==> config.mk <==
export PLATFORM = sky130hd
export DESIGN_NAME = lsu_arbiter_flat
export DESIGN_NICKNAME = d
export VERILOG_FILES = /design/src/rtl/lsu_arb_pkg.sv /design/src/rtl/lsu_arbiter_if.sv /design/src/rtl/lsu_arbiter_rr_arb2.sv /design/src/rtl/lsu_arbiter.sv /design/src/flat_wrapper.sv
export SDC_FILE = /design/constraint.sdc
export NUM_CORES = 1
export LEC_CHECK = 0
export ABC_AREA = 0
export CORE_MARGIN = 5
export CORE_UTILIZATION = 38
export DETAILED_ROUTE_END_ITERATION = 8
export GPL_TIMING_DRIVEN = 0
export PLACE_DENSITY = 0.78
export SYNTH_ARGS = -nofsm -noshare
export SYNTH_HDL_FRONTEND = slang
export SYNTH_SLANG_ARGS = --single-unit
==> constraint.sdc <==
create_clock -name i_clk -period 3.9 [get_ports i_clk]
set_clock_uncertainty 0.2 [all_clocks]
set_input_delay 0.39 -clock i_clk [delete_from_list [all_inputs] [get_ports i_clk]]
set_output_delay 0.39 -clock i_clk [all_outputs]
set_load 0.03 [all_outputs]
==> src/rtl/lsu_arb_pkg.sv <==
// lsu_arb_pkg: shared types for the two-requester LSU arbiter.
//   state_t  - arbiter FSM states
//   req_id_t - requester index (0 = core, 1 = debug/loader)
//   txn_t    - request fields latched at arbitration time
//   SZ_*     - access size encodings carried on *_size
package lsu_arb_pkg;

  typedef enum logic [1:0] {
    ST_IDLE,
    ST_ISSUE,
    ST_WAIT,
    ST_RESP
  } state_t;

  typedef logic req_id_t;

  localparam logic [1:0] SZ_BYTE = 2'b00;
  localparam logic [1:0] SZ_HALF = 2'b01;
  localparam logic [1:0] SZ_WORD = 2'b10;

  typedef struct packed {
    req_id_t     id;
    logic [31:0] addr;
    logic [31:0] wdata;
    logic        wren;
    logic [1:0]  size;
  } txn_t;

endpackage

==> src/rtl/lsu_arbiter_if.sv <==
// lsu_arbiter_if: requester-side and LSU-side bus of the LSU arbiter.
//   i_mN_*       - request from requester N (req held until o_mN_gnt)
//   o_mN_gnt     - one-cycle grant pulse
//   o_mN_rvalid  - one-cycle load-response pulse, o_mN_rdata valid
//   o_lsu_*      - address/store data/size/write enable to the LSU
//   i_ld_data    - load data returned by the LSU
// modport slave is the arbiter's view, master is the requester/LSU model's view.
interface lsu_arbiter_if;
  logic        i_m0_req;
  logic [31:0] i_m0_addr;
  logic [31:0] i_m0_wdata;
  logic        i_m0_wren;
  logic [1:0]  i_m0_size;
  logic        o_m0_gnt;
  logic        o_m0_rvalid;
  logic [31:0] o_m0_rdata;

  logic        i_m1_req;
  logic [31:0] i_m1_addr;
  logic [31:0] i_m1_wdata;
  logic        i_m1_wren;
  logic [1:0]  i_m1_size;
  logic        o_m1_gnt;
  logic        o_m1_rvalid;
  logic [31:0] o_m1_rdata;

  logic [31:0] o_lsu_addr;
  logic [31:0] o_lsu_st_data;
  logic [1:0]  o_lsu_size;
  logic        o_lsu_wren;
  logic [31:0] i_ld_data;

  modport slave (
    input  i_m0_req, i_m0_addr, i_m0_wdata, i_m0_wren, i_m0_size,
    input  i_m1_req, i_m1_addr, i_m1_wdata, i_m1_wren, i_m1_size,
    input  i_ld_data,
    output o_m0_gnt, o_m0_rvalid, o_m0_rdata,
    output o_m1_gnt, o_m1_rvalid, o_m1_rdata,
    output o_lsu_addr, o_lsu_st_data, o_lsu_size, o_lsu_wren
  );

  modport master (
    output i_m0_req, i_m0_addr, i_m0_wdata, i_m0_wren, i_m0_size,
    output i_m1_req, i_m1_addr, i_m1_wdata, i_m1_wren, i_m1_size,
    output i_ld_data,
    input  o_m0_gnt, o_m0_rvalid, o_m0_rdata,
    input  o_m1_gnt, o_m1_rvalid, o_m1_rdata,
    input  o_lsu_addr, o_lsu_st_data, o_lsu_size, o_lsu_wren
  );
endinterface

==> src/rtl/lsu_arbiter_rr_arb2.sv <==
// rr_arb2: combinational two-way round-robin pick.
//   req[1:0] - pending requests
//   last_id  - requester granted most recently
//   valid    - at least one request pending
//   winner   - selected requester; on a tie the one not granted last
module rr_arb2
  import lsu_arb_pkg::*;
(
  input  logic [1:0] req,
  input  req_id_t    last_id,
  output logic       valid,
  output req_id_t    winner
);

  always_comb begin
    valid  = |req;
    winner = 1'b0;
    if (req == 2'b11) begin
      winner = ~last_id;
    end else if (req[1]) begin
      winner = 1'b1;
    end
  end

endmodule

==> src/rtl/lsu_arbiter.sv <==
// lsu_arbiter: arbitrates two requesters onto one LSU port.
//   i_clk    - clock, rising edge
//   i_reset  - asynchronous active-high reset
//   bus      - requester/LSU bus (lsu_arbiter_if.slave)
//   o_busy   - high whenever the FSM is not IDLE
// P_LD_LAT (0..3) is the number of cycles from the ISSUE cycle to the edge at
// which i_ld_data is sampled.
module lsu_arbiter
  import lsu_arb_pkg::*;
#(
  parameter int unsigned P_LD_LAT = 1
) (
  input  logic         i_clk,
  input  logic         i_reset,
  lsu_arbiter_if.slave bus,
  output logic         o_busy
);

  localparam logic [1:0] CNT_INIT = (P_LD_LAT == 0) ? 2'd0 : 2'(P_LD_LAT - 1);

  state_t      state_q;
  state_t      state_d;
  txn_t        txn_q;
  txn_t        txn_d;
  req_id_t     last_id_q;
  logic [1:0]  cnt_q;
  logic [31:0] rdata0_q;
  logic [31:0] rdata1_q;
  logic        ld_sample;
  logic        arb_valid;
  req_id_t     arb_winner;

  rr_arb2 u_rr_arb2 (
    .req     ({bus.i_m1_req, bus.i_m0_req}),
    .last_id (last_id_q),
    .valid   (arb_valid),
    .winner  (arb_winner)
  );

  always_comb begin
    txn_d.id = arb_winner;
    if (arb_winner) begin
      txn_d.addr  = bus.i_m1_addr;
      txn_d.wdata = bus.i_m1_wdata;
      txn_d.wren  = bus.i_m1_wren;
      txn_d.size  = bus.i_m1_size;
    end else begin
      txn_d.addr  = bus.i_m0_addr;
      txn_d.wdata = bus.i_m0_wdata;
      txn_d.wren  = bus.i_m0_wren;
      txn_d.size  = bus.i_m0_size;
    end
  end

  always_comb begin
    state_d   = state_q;
    ld_sample = 1'b0;
    case (state_q)
      ST_IDLE: begin
        if (arb_valid) state_d = ST_ISSUE;
      end
      ST_ISSUE: begin
        if (txn_q.wren) begin
          state_d = ST_IDLE;
        end else if (P_LD_LAT == 0) begin
          ld_sample = 1'b1;
          state_d   = ST_RESP;
        end else begin
          state_d = ST_WAIT;
        end
      end
      ST_WAIT: begin
        if (cnt_q == '0) begin
          ld_sample = 1'b1;
          state_d   = ST_RESP;
        end
      end
      ST_RESP: state_d = ST_IDLE;
      default: state_d = ST_IDLE;
    endcase
  end

  always_ff @(posedge i_clk or posedge i_reset) begin
    if (i_reset) state_q <= ST_IDLE;
    else         state_q <= state_d;
  end

  // Load data lands in the addressed requester's register at the sample edge;
  // the other requester's register is untouched.
  always_ff @(posedge i_clk or posedge i_reset) begin
    if (i_reset) begin
      txn_q     <= '0;
      last_id_q <= 1'b1;
      cnt_q     <= '0;
      rdata0_q  <= '0;
      rdata1_q  <= '0;
    end else begin
      if (state_q == ST_IDLE && arb_valid) txn_q <= txn_d;
      if (state_q == ST_ISSUE) begin
        last_id_q <= txn_q.id;
        if (!txn_q.wren) cnt_q <= CNT_INIT;
      end else if (state_q == ST_WAIT && cnt_q != '0) begin
        cnt_q <= cnt_q - 2'd1;
      end
      if (ld_sample) begin
        if (txn_q.id) rdata1_q <= bus.i_ld_data;
        else          rdata0_q <= bus.i_ld_data;
      end
    end
  end

  assign bus.o_m0_gnt      = (state_q == ST_ISSUE) && !txn_q.id;
  assign bus.o_m1_gnt      = (state_q == ST_ISSUE) &&  txn_q.id;
  assign bus.o_m0_rvalid   = (state_q == ST_RESP)  && !txn_q.id;
  assign bus.o_m1_rvalid   = (state_q == ST_RESP)  &&  txn_q.id;
  assign bus.o_m0_rdata    = rdata0_q;
  assign bus.o_m1_rdata    = rdata1_q;
  assign bus.o_lsu_addr    = txn_q.addr;
  assign bus.o_lsu_st_data = txn_q.wdata;
  assign bus.o_lsu_size    = txn_q.size;
  assign bus.o_lsu_wren    = (state_q == ST_ISSUE) && txn_q.wren;
  assign o_busy            = (state_q != ST_IDLE);

endmodule

==> src/flat_wrapper.sv <==
// flat-port wrapper written by rule: the top's interface ports become plain ports
module lsu_arbiter_flat import lsu_arb_pkg::*;
#(
  parameter int unsigned P_LD_LAT = 1
)
  (i_clk, i_reset, o_busy, bus_i_m0_req, bus_i_m0_addr, bus_i_m0_wdata, bus_i_m0_wren, bus_i_m0_size, bus_i_m1_req, bus_i_m1_addr, bus_i_m1_wdata, bus_i_m1_wren, bus_i_m1_size, bus_i_ld_data, bus_o_m0_gnt, bus_o_m0_rvalid, bus_o_m0_rdata, bus_o_m1_gnt, bus_o_m1_rvalid, bus_o_m1_rdata, bus_o_lsu_addr, bus_o_lsu_st_data, bus_o_lsu_size, bus_o_lsu_wren);
  lsu_arbiter_if bus_i ();
  input  logic i_clk;
  input  logic i_reset;
  output logic o_busy;
  input wire logic [$bits(bus_i.i_m0_req)-1:0] bus_i_m0_req;
  input wire logic [$bits(bus_i.i_m0_addr)-1:0] bus_i_m0_addr;
  input wire logic [$bits(bus_i.i_m0_wdata)-1:0] bus_i_m0_wdata;
  input wire logic [$bits(bus_i.i_m0_wren)-1:0] bus_i_m0_wren;
  input wire logic [$bits(bus_i.i_m0_size)-1:0] bus_i_m0_size;
  input wire logic [$bits(bus_i.i_m1_req)-1:0] bus_i_m1_req;
  input wire logic [$bits(bus_i.i_m1_addr)-1:0] bus_i_m1_addr;
  input wire logic [$bits(bus_i.i_m1_wdata)-1:0] bus_i_m1_wdata;
  input wire logic [$bits(bus_i.i_m1_wren)-1:0] bus_i_m1_wren;
  input wire logic [$bits(bus_i.i_m1_size)-1:0] bus_i_m1_size;
  input wire logic [$bits(bus_i.i_ld_data)-1:0] bus_i_ld_data;
  output wire logic [$bits(bus_i.o_m0_gnt)-1:0] bus_o_m0_gnt;
  output wire logic [$bits(bus_i.o_m0_rvalid)-1:0] bus_o_m0_rvalid;
  output wire logic [$bits(bus_i.o_m0_rdata)-1:0] bus_o_m0_rdata;
  output wire logic [$bits(bus_i.o_m1_gnt)-1:0] bus_o_m1_gnt;
  output wire logic [$bits(bus_i.o_m1_rvalid)-1:0] bus_o_m1_rvalid;
  output wire logic [$bits(bus_i.o_m1_rdata)-1:0] bus_o_m1_rdata;
  output wire logic [$bits(bus_i.o_lsu_addr)-1:0] bus_o_lsu_addr;
  output wire logic [$bits(bus_i.o_lsu_st_data)-1:0] bus_o_lsu_st_data;
  output wire logic [$bits(bus_i.o_lsu_size)-1:0] bus_o_lsu_size;
  output wire logic [$bits(bus_i.o_lsu_wren)-1:0] bus_o_lsu_wren;
  assign bus_i.i_m0_req = bus_i_m0_req;
  assign bus_i.i_m0_addr = bus_i_m0_addr;
  assign bus_i.i_m0_wdata = bus_i_m0_wdata;
  assign bus_i.i_m0_wren = bus_i_m0_wren;
  assign bus_i.i_m0_size = bus_i_m0_size;
  assign bus_i.i_m1_req = bus_i_m1_req;
  assign bus_i.i_m1_addr = bus_i_m1_addr;
  assign bus_i.i_m1_wdata = bus_i_m1_wdata;
  assign bus_i.i_m1_wren = bus_i_m1_wren;
  assign bus_i.i_m1_size = bus_i_m1_size;
  assign bus_i.i_ld_data = bus_i_ld_data;
  assign bus_o_m0_gnt = bus_i.o_m0_gnt;
  assign bus_o_m0_rvalid = bus_i.o_m0_rvalid;
  assign bus_o_m0_rdata = bus_i.o_m0_rdata;
  assign bus_o_m1_gnt = bus_i.o_m1_gnt;
  assign bus_o_m1_rvalid = bus_i.o_m1_rvalid;
  assign bus_o_m1_rdata = bus_i.o_m1_rdata;
  assign bus_o_lsu_addr = bus_i.o_lsu_addr;
  assign bus_o_lsu_st_data = bus_i.o_lsu_st_data;
  assign bus_o_lsu_size = bus_i.o_lsu_size;
  assign bus_o_lsu_wren = bus_i.o_lsu_wren;
  lsu_arbiter #(.P_LD_LAT(P_LD_LAT)) u_core (.i_clk(i_clk), .i_reset(i_reset), .bus(bus_i), .o_busy(o_busy));
endmodule
* Yosys cells after proc, flatten, opt, wreduce, memory -nomap -nowiden *
Cells that the tools add are included.

storage, ports and cells
  bits in read-only memories = 0
  output and inout bits = 136
  memories kept = 0
  input bits = 170
  bits in registers = 137
  bits in latches = 0
  RAM bits = 0
  logic and storage cells = 50

cells by class
  shifts and indexed selects = 0
  $mul = 0
  divide/modulo/power cells = 0
  bitwise gates (word level) = 2
  eq/ne operators = 7
  $add $sub $neg = 1
  reductions and logical operators = 18
  magnitude comparators = 0
  muxes and demuxes = 12

operator list
  cell                                                                      number
  67-bit 2-to-1 mux                                                         1
  2-bit 2-to-1 mux                                                          6
  2-bit one-hot mux with 4 select lines                                     1
  2-bit AND reduction                                                       4
  1-bit logical AND                                                         7
  2-bit equality test (second input constant)                               3
  2-bit nonzero test                                                        3
  2-bit logical NOT                                                         2
  1-bit 2-to-1 mux                                                          4
  2-bit by 1-bit inequality test with 1-bit output (second input constant)  2
  2-bit by 1-bit equality test with 1-bit output (second input constant)    1
  2-bit inequality test (second input constant)                             1
  1-bit inverter                                                            2
  2-bit OR reduction                                                        1
  2-bit by 1-bit subtractor with 2-bit output (second input constant)       1
  1-bit logical NOT                                                         1

* Logic depth before layout (Yosys ltp) *
Gate-level depths: netlist of run 1.

  depth in word-level cells = 4
  gate-level depth with buffers = 6
  depth with buffers taken out = 5

* By module *
A second synthesis of run 1 with hierarchy kept.

second synthesis, totals
  cell total of the unflattened synthesis = 533
  area, all modules = 6,470.0 um^2

modules (own cells, without submodules)
  module       times used  cells each  seq. area each (um^2)  area each (um^2)
  lsu_arbiter  1           531         3,429.5                6,456.2
  rr_arb2      1           2           0.0                    13.8

* Worst setup path after synthesis of run 1 *
Ideal clock, no wire load.

  path kind = register -> register
  from = register u_core.last_id_q
  to = register u_core.txn_q, in the netlist u_core.bus.o_lsu_size[0]
  period minus slack after synthesis = 1.940 ns
  required time = 3.575 ns
  path slack = 1.960 ns
  stages on the path, launching flop included = 7
  arrival = 1.616 ns
  cell sequence = dfstp_2 -> a21bo_1 -> clkbuf_1 -> buf_6 -> buf_6 -> mux2_4 -> mux2_2

on the way
  cells in the longest elaborated chain, start to end = 3

RTL lines
  what                    line                       text
  from (decl)             lsu_arbiter.sv:25          req_id_t last_id_q;
  from (signal assigned)  lsu_arbiter.sv:100         last_id_q <= txn_q.id;
  1-bit inverter          lsu_arbiter_rr_arb2.sv:19  winner = ~last_id;
  1-bit 2-to-1 mux        lsu_arbiter_rr_arb2.sv:18  if (req == 2'b11) begin
  67-bit 2-to-1 mux       lsu_arbiter.sv:42          if (arb_winner) begin
  to (signal assigned)    lsu_arbiter.sv:98          if (state_q == ST_IDLE && arb_valid) txn_q <= txn_d;
  to (decl)               lsu_arbiter.sv:23          txn_t txn_q;

No other way between the ends.
A chain may end at the register's enable or synchronous reset.

==> reports/metrics.yaml, run 1 <==
worst_setup_path:
  worstReg2RegStart: "u_core.last_id_q$_DFFE_PP1N_"
  crit_path_max_incr_delay_ns: 0.69
  crit_type: "flop to primary output"
  rr_endpoint: "u_core.bus.o_lsu_st_data[22]$_DFFE_PP0P_"
  path_buf_inv: 2
  crit_fanout: 10
  crit_chain: "buf_2, nor2b_1, and2_1, clkdlybuf4s50_1"
  cp.required_ns: 3.31
  critPathSlowestCell: "clkdlybuf4s50_1"
  rr_worst_depth: 6
  crit_family: "buffers and inverters"
  end_kind: "primary output"
  startpoint_type: "flop"
  crit_arrival_ns: 2.07
  rrSetupSlack_ns: 1.64
route:
  vias: 4647
  via_per_inst: 4.55
  dr.pass1.iters: 5
  detail-route-antenna-nets: 0
  drt-total-wl_um: 18100
  drtIter0Drc: 137
  drc_errors: 0
  wl_per_cell_um: 17.7
clock_network:
  htreeDepth: 4
  clk_latency_ns: 0.40
  clkSinkCount: 137
  clk_pin_slew_ns: 0.06
  clockBufferDepth: 2
  root_buffer: "clkbuf_16"
  ctsHoldBuffers: 0
  post_cts_buffers: 0
  cts_buffers: 17
  post_cts_resized: 0
  cts_tree: "done"
synth:
  synth_area_leaders: "dfrtp_1 52%, mux2_2 30%, buf_4 7.6%"
  ys.warnings.count: 0
  syn_nets: 628
  synth_top_area_cell: "dfrtp_1"
  syn_area_per_cell_um2: 14.3
  syn_area_um2: 6560
  postSynthCellCount: 457
  yosysTopAreaCellShare: 0.519
  synth.distinct_cells: 26
  synth-seq-cells: 137
  synth.yosys.seq_area_share: 0.523
sta:
  worst_pin_slew_ns: 0.652
  setup_viol: 0
  rsz0062_at_grt: "false"
  drv_slew: 0
  slew_headroom: 0.565
  fin_setup_tns_ns: 0
  finalCriticalPeriod_ns: 2.66
  fmax_mhz: 376
  worst_slack_ns: 1.24
  hold_violations: 0
  period_share: 0.683
placement:
  placed_area_um2: 9950
  dp_slack_ns: 1.21
  port_buffers: 305
  hpwl_um: 14300
  gp_congestion: 0.889
global_route:
  globalRouteTotalUtil: 0.178
  grt_remaining_overflow: 0
  grt_max_degree: 46
  antenna_found_initial: 0
  grt_pass1_vias: 5340
  grt_pass1_wl_um: 28100
floorplan:
  pin_count: 306
  initial_core_util: 0.383
  die_h_um: 141
  die_area_um2: 20000
  die_w_um: 141
  coreArea_um2: 17100
  num_rows: 48
layout:
  diodes: 0
  area_delta_synth_final_pct: 61.3
  nFillCells: 1324
  drive_above_1_share: 0.399
  final_area_um2: 10600
  nNetsFinal: 955
min_path:
  hp-class: "input port to asynchronous set/reset pin"
power:
  powerDensity_nw_per_um2: 901
  p_leak_nw: 4.49
  ir_drop_v: 0.000489
run_status:
  status: "completed"
run:
  drv_cap: 0
-- kinds of logic (layout without fill, tap and decap cells) --
logic type | Yosys count | after routing | synth area share
mux | 201 | 201 | 0.356
flops | 137 | 137 | 0.523
buf+inv | 94 | 433 | 0.0985
simple gates | 19 | 19 | 0.0156
compound gates | 5 | 5 | 0.00515
fa+ha+maj | 1 | 1 | 0.00191
-- power by group --
part	internal [mW]	switching, mW	total, mW
registers	2.16	0.379	2.54
logic	2.71	2.61	5.32
clock network	1.08	0.588	1.67
-- metrics by stage --
stage | hold WS, ns | power, mW | std cells | util
floorplan | 0.281 | 5.84 | 457 | -
global placement | 0.268 | 7.78 | 987 | 0.578
detailed placement | 0.293 | 7.92 | 990 | 0.582
CTS | 0.0330 | 9.65 | 1021 | 0.618
global route | 0.0543 | 10.0 | 1021 | 0.618
finish | 0.0541 | 9.53 | 1021 | 0.618
-- routing by layer --
layer | GRT usage | vias up | routed length (µm)
li1 | - | 2175 | -
met1 | 0.191 | 2251 | 6450
met2 | 0.313 | 204 | 9290
met3 | 0.0836 | 17 | 2110
met4 | 0.0530 | 0 | 249
met5 | 0 | - | 0
-- cells in the mapped netlist --
cell type  count
a21bo_1        1
mux2_2       177
nor4bb_1       1
buf_4         66
o2bb2ai_1      1
mux2_1         3
nand3b_1       1
clkbuf_1       3
mux2i_1        2
nand4b_1       1
buf_2         18
ha_1           1
dfrtp_1      136
and2_1         2
nor2_1         6
nand2b_1       1
nand2_1        3
a21oi_1        2
nor2b_1        2
and3_1         1
inv_1          4
o21ai_1        1
buf_6          3
dfstp_2        1
mux2_4        19
nor3_1         1
-- worst max-delay path by stage --
stage / startpoint / endpoint / slack (ns) / depth (start not counted)
after floorplan: i_reset / asynchronous set/reset pin / 1.60 / 1
after global placement: i_reset / u_core.bus.o_lsu_addr[12]$_DFFE_PP0P_ / 0.52 / 2
after CTS: flop / bus_o_lsu_wren / 1.21 / 4
after global routing: flop / bus_o_m0_gnt / 1.16 / 4
final: flop / bus_o_lsu_wren / 1.24 / 4
after detailed placement: bus_i_m1_req / u_core.bus.o_lsu_st_data[22]$_DFFE_PP0P_ / 1.21 / 7
-- layout make-up --
cell class	instances	area [µm²]	area share
plain buffers	90	631	0.0596
clock inverters	12	175	0.0166
flip-flops and latches	137	3430	0.324
well taps	225	282	0.0266
multi-input cells	226	2480	0.235
clock buffers	19	443	0.0419
inverters	4	18.8	0.00178
repair buffers	308	3110	0.294
-- sequential cells by signal (all words and copies together), names as in the netlist, named ones only --
| register | cells |
|---|---|
| u_core.bus.o_lsu_addr | 32 |
| u_core.bus.o_lsu_size | 2 |
| u_core.bus.o_lsu_st_data | 32 |
| u_core.bus.o_m0_rdata | 32 |
| u_core.bus.o_m1_rdata | 32 |
| u_core.cnt_q | 2 |
| u_core.last_id_q | 1 |
| u_core.state_q | 1 |
| u_core.txn_q | 2 |
-- cells in the final DEF, fill, tap and decap left out, types with 2 or more instances in the layout --
cell	n
a21oi_1	2
and2_1	2
buf_12	3
buf_2	18
buf_4	66
buf_6	3
bufinv_16	4
clkbuf_1	4
clkbuf_16	17
clkdlybuf4s50_1	305
clkinv_2	3
clkinv_4	2
clkinvlp_4	4
dfrtp_1	136
inv_1	3
mux2_1	3
mux2_2	177
mux2_4	19
mux2i_1	2
nand2_1	3
nor2_1	6
nor2b_1	2
No activity file was read; power rests on OpenSTA's default activity.
==> inputs of run 2 (changes only) <==
- CORE_UTILIZATION: 38 -> 40
- clock period: 3.9 -> 2.7 ns (I/O delays scaled with it)
==> run 2 against run 1 <==
- register-to-register slack got worse by 1.2 ns
- worst setup slack got worse by 1.1 ns
- flip-flop and latch count did not move
- critical path type unchanged
- critical endpoint is now bus_o_m0_gnt
==> reports/metrics.yaml, run 2 (synthesis gave the netlist of run 1 again) <==
sta:
  drv_slew: 0
  fmax_mhz: 395
  hold_violations: 0
  rsz0062_at_grt: "false"
  slew_headroom: 0.617
  worst_pin_slew_ns: 0.575
  finalCriticalPeriod_ns: 2.53
  setup_viol: 0
  timing.hold.ws_ns: 0.0584
  period_share: 0.937
worst_setup_path:
  rr_worst_depth: 6
  startpoint_type: "flop"
  crit_path_max_incr_delay_ns: 0.71
  worstReg2RegStart: "u_core.last_id_q$_DFFE_PP1N_"
  crit_fanout: 10
  end_kind: "primary output"
  crit_arrival_ns: 2.06
  cp.required_ns: 2.23
  rrSetupSlack_ns: 0.44
  crit_type: "flop to primary output"
  rr_endpoint: "u_core.bus.o_lsu_size[0]$_DFFE_PP0P_"
  critPathSlowestCell: "clkdlybuf4s50_1"
  crit_top_cell: "nor2b_1"
  crit_chain: "buf_2, nor2b_1, nor2b_1, clkdlybuf4s50_1"
clock_network:
  cts_tree: "done"
  post_cts_buffers: 0
  clkSinkCount: 137
  root_buffer: "clkbuf_16"
  clk_pin_slew_ns: 0.06
  clockBufferDepth: 2
  ctsHoldBuffers: 0
  clk_latency_ns: 0.41
  htreeDepth: 4
  post_cts_resized: 0
  cts_buffers: 17
route:
  vias: 4640
  drc_errors: 0
  detail-route-antenna-nets: 0
  via_per_inst: 4.58
  drt-total-wl_um: 18500
  drtIter0Drc: 101
  dr.pass1.iters: 4
  wl_per_cell_um: 18.3
global_route:
  use_met2: 0.356
  grt_pass1_wl_um: 29800
  grt_pass1_vias: 5329
  antenna_found_initial: 0
  globalRouteMet1Util: 0.213
  use_met3: 0.0766
  busiest_layer: "met2"
  globalRouteTotalUtil: 0.197
  grt_remaining_overflow: 0
  grt_max_degree: 44
power:
  p_total_mw: 13.8
  powerDensity_nw_per_um2: 1300
  p_leak_nw: 4.49
  ir_drop_v: 0.000758
run:
  drv_cap: 0
min_path:
  hp-class: "input port to asynchronous set/reset pin"
layout:
  nNetsFinal: 955
  mostFrequentLayoutCells: "305 x clkdlybuf4s50_1, 177 x mux2_2, 136 x dfrtp_1"
  layout_commonest_cell: "clkdlybuf4s50_1"
  finish.utilization: 0.660
  diodes: 0
  drive_above_1_share: 0.399
  area_delta_synth_final_pct: 61.1
placement:
  hpwl_um: 14900
  gp_congestion: 0.851
  port_buffers: 305
floorplan:
  num_rows: 46
  die_w_um: 138
  die_h_um: 138
  pin_count: 306
  coreArea_um2: 16000
  initial_core_util: 0.410
  die_area_um2: 19100
run_status:
  status: "completed"
-- run 2: critical path, delay by kind of cell (launching register included) --
family / cells / cell delay (ns)
buf+inv: 2 / 0.89
simple gates: 2 / 0.38
flops: 1 / 0.37
-- run 2: layout make-up --
cell class | count | area, µm²
buffer | 90 | 631
clock buffer | 19 | 443
clock inverter | 12 | 175
fill | 1237 | 5440
inverter | 4 | 18.8
multi-input combinational | 226 | 2480
sequential | 137 | 3430
tap | 216 | 270
timing repair buffer | 308 | 3110
-- run 2: stage by stage --
step | std cells | cell area [µm²] | setup TNS, ns | worst slack, ns
global route | 1012 | 10600 | 0 | 0.0562
floorplan | 457 | 6560 | 0 | 0.524
detailed placement | 981 | 9940 | 0 | 0.167
finish | 1012 | 10600 | 0 | 0.171
CTS | 1012 | 10600 | 0 | 0.130
global placement | 978 | 9880 | -77.21 | -0.577
-- run 2: worst max-delay path by stage --
stage | slack [ns] | endpoint | startpoint
global placement | -0.58 | u_core.bus.o_lsu_st_data[16]$_DFFE_PP0P_ | i_reset
CTS | 0.13 | bus_o_m0_gnt | flop
finish | 0.17 | bus_o_m0_gnt | flop
floorplan | 0.52 | asynchronous set/reset pin | i_reset
detailed placement | 0.17 | u_core.bus.o_lsu_st_data[30]$_DFFE_PP0P_ | bus_i_m1_req
global route | 0.06 | bus_o_m0_gnt | u_core.state_q[0]$_DFFE_PP0P_
-- run 2: where the power goes --
part | total, mW | switching, mW | internal (mW)
Clock | 2.41 | 0.850 | 1.56
Sequential | 3.64 | 0.524 | 3.12
Combinational | 7.71 | 3.79 | 3.91
-- run 2: routing by layer --
layer / wire [µm] / up-vias
met3: 1420 / 22
li1: - / 2178
met4: 300 / 0
met2: 9820 / 193
met5: 0 / -
met1: 6940 / 2247
==> inputs of run 3 (changes only) <==
- CORE_MARGIN: 5 -> default
==> run 3 against run 2 <==
- combinational power is 0.8% lower
- routed wire length shrank 8.8%
- first-iteration DRC count decreased by 21%
- die area down 11%
- final area decreased by 0.43%
- global-route usage increased by 0.38 points
- clock power decreased by 9.5%
- utilization barely moved
- critical path type unchanged
==> reports/metrics.yaml, run 3 (synthesis gave the netlist of run 1 again) <==
floorplan:
  die_w_um: 130
  pin_count: 306
  die_h_um: 130
  initial_core_util: 0.411
  num_rows: 46
  die_area_um2: 16900
  coreArea_um2: 15900
sta:
  fmax_mhz: 395
  fin_setup_tns_ns: 0
  finalCriticalPeriod_ns: 2.53
  drv_slew: 0
  setup_viol: 0
  worst_pin_slew_ns: 0.618
  period_share: 0.937
  rsz0062_at_grt: "false"
  slew_headroom: 0.588
  hold_violations: 0
route:
  drt-total-wl_um: 16900
  dr.pass1.iters: 5
  vias: 4653
  drtIter0Drc: 80
  wl_per_cell_um: 16.6
  via_per_inst: 4.59
  drc_errors: 0
  detail-route-antenna-nets: 0
worst_setup_path:
  crit_type: "flop to primary output"
  critPathSlowestCell: "clkdlybuf4s50_1"
  crit_chain: "buf_2, nor2b_1, nor2b_1, clkdlybuf4s50_1"
  crit_top_cell: "nor2b_1"
  crit_path_max_incr_delay_ns: 0.71
  crit_arrival_ns: 2.06
  cp.required_ns: 2.23
  startpoint_type: "flop"
  end_kind: "primary output"
  crit_fanout: 10
  rrSetupSlack_ns: 0.43
layout:
  diodes: 0
  area_delta_synth_final_pct: 60.4
  nNetsFinal: 956
  nFillCells: 1230
  fin_cells: 1014
  drive_above_1_share: 0.400
  multiInputGateArea_um2: 2480
  seq_area_um2: 3430
  mostFrequentLayoutCells: "305 x clkdlybuf4s50_1, 177 x mux2_2, 136 x dfrtp_1"
  final_area_um2: 10500
  layout_commonest_cell: "clkdlybuf4s50_1"
clock_network:
  post_cts_buffers: 0
  htreeDepth: 4
  cts_buffers: 17
  clk_latency_ns: 0.41
  clockBufferDepth: 2
  clkSinkCount: 137
  cts_tree: "done"
  root_buffer: "clkbuf_16"
  clk_pin_slew_ns: 0.06
global_route:
  grt_pass1_wl_um: 25300
  antenna_found_initial: 0
  grt_remaining_overflow: 0
  grt_pass1_vias: 4940
  grt_max_degree: 45
  globalRouteTotalUtil: 0.200
placement:
  placed_area_um2: 9940
  gp_congestion: 0.778
  hpwl_um: 13300
  port_buffers: 305
  dp_cells: 981
run_status:
  status: "completed"
power:
  powerDensity_nw_per_um2: 1280
  ir_drop_v: 0.000849
  p_leak_nw: 4.47
run:
  drv_cap: 0
min_path:
  hp-class: "input port to flop"
## run 3: cell count changes in the layout (fill, tap and decap cells not counted)
cell	delta
bufinv_16	-3
dlygate4sd3_1	+1
inv_6	+3
clkinv_4	+1
## run 3: cell type report
class	instances	area share
flip-flops and latches	137	0.326
repair buffers	309	0.297
multi-input cells	226	0.236
plain buffers	90	0.0600
clock buffers	19	0.0421
well taps	216	0.0257
clock inverters	13	0.0114
inverters	4	0.00178
## run 3: what timing repair did
action                    CTS  global route
hold buffers                1             0
resized for setup           0             0
hold endpoints to repair   12             0
## run 3: per-layer routing
metal / wire [µm] / vias up / global-route usage
met1: 6060 / 2255 / 0.206
met2: 8840 / 198 / 0.363
met4: 310 / 0 / 0.0759
met3: 1650 / 24 / 0.0816
li1: - / 2176 / -
met5: 0 / - / 0
## run 3: path summary, 6_finish.rpt
check                                                      start                                       end  cells after the start
setup / recovery                                            flop                              bus_o_m0_gnt                      4
hold / removal                                 bus_i_ld_data[18]     u_core.bus.o_m0_rdata[18]$_DFFE_PP0P_                      2
setup reg to reg                    u_core.last_id_q$_DFFE_PP1N_  u_core.bus.o_lsu_st_data[23]$_DFFE_PP0P_                      6
hold reg to reg            u_core.bus.o_m0_rdata[14]$_DFFE_PP0P_     u_core.bus.o_m0_rdata[14]$_DFFE_PP0P_                      1
max in group asynchronous                                i_reset              u_core.last_id_q$_DFFE_PP1N_                      5
min in group asynchronous                                i_reset     u_core.bus.o_m0_rdata[13]$_DFFE_PP0P_                      3
## run 3: critical path, delay by kind of cell (launching register included)
| family | cells | cell delay, ns |
|---|---|---|
| flip-flops | 1 | 0.37 |
| AND/OR/NAND/NOR | 2 | 0.39 |
| buffers and inverters | 2 | 0.89 |
## run 3: stage by stage
step / setup slack, ns / hold slack (ns) / power (mW) / util
after floorplan: 0.524 / 0.205 / 8.43 / -
after global placement: -0.593 / 0.267 / 11.2 / 0.620
after detailed placement: 0.159 / 0.275 / 11.4 / 0.624
after CTS: 0.157 / 0.263 / 13.6 / 0.660
after global routing: 0.112 / 0.280 / 14.1 / 0.660
final: 0.171 / 0.282 / 13.5 / 0.660
## run 3: report_power, final
group / total [mW] / switching [mW] / leakage, nW / internal, mW
sequential: 3.64 / 0.519 / 1.61 / 3.12
combinational: 7.65 / 3.73 / 2.59 / 3.91
clock: 2.18 / 0.883 / 0.270 / 1.30
total: 13.5 / 5.13 / 4.47 / 8.33
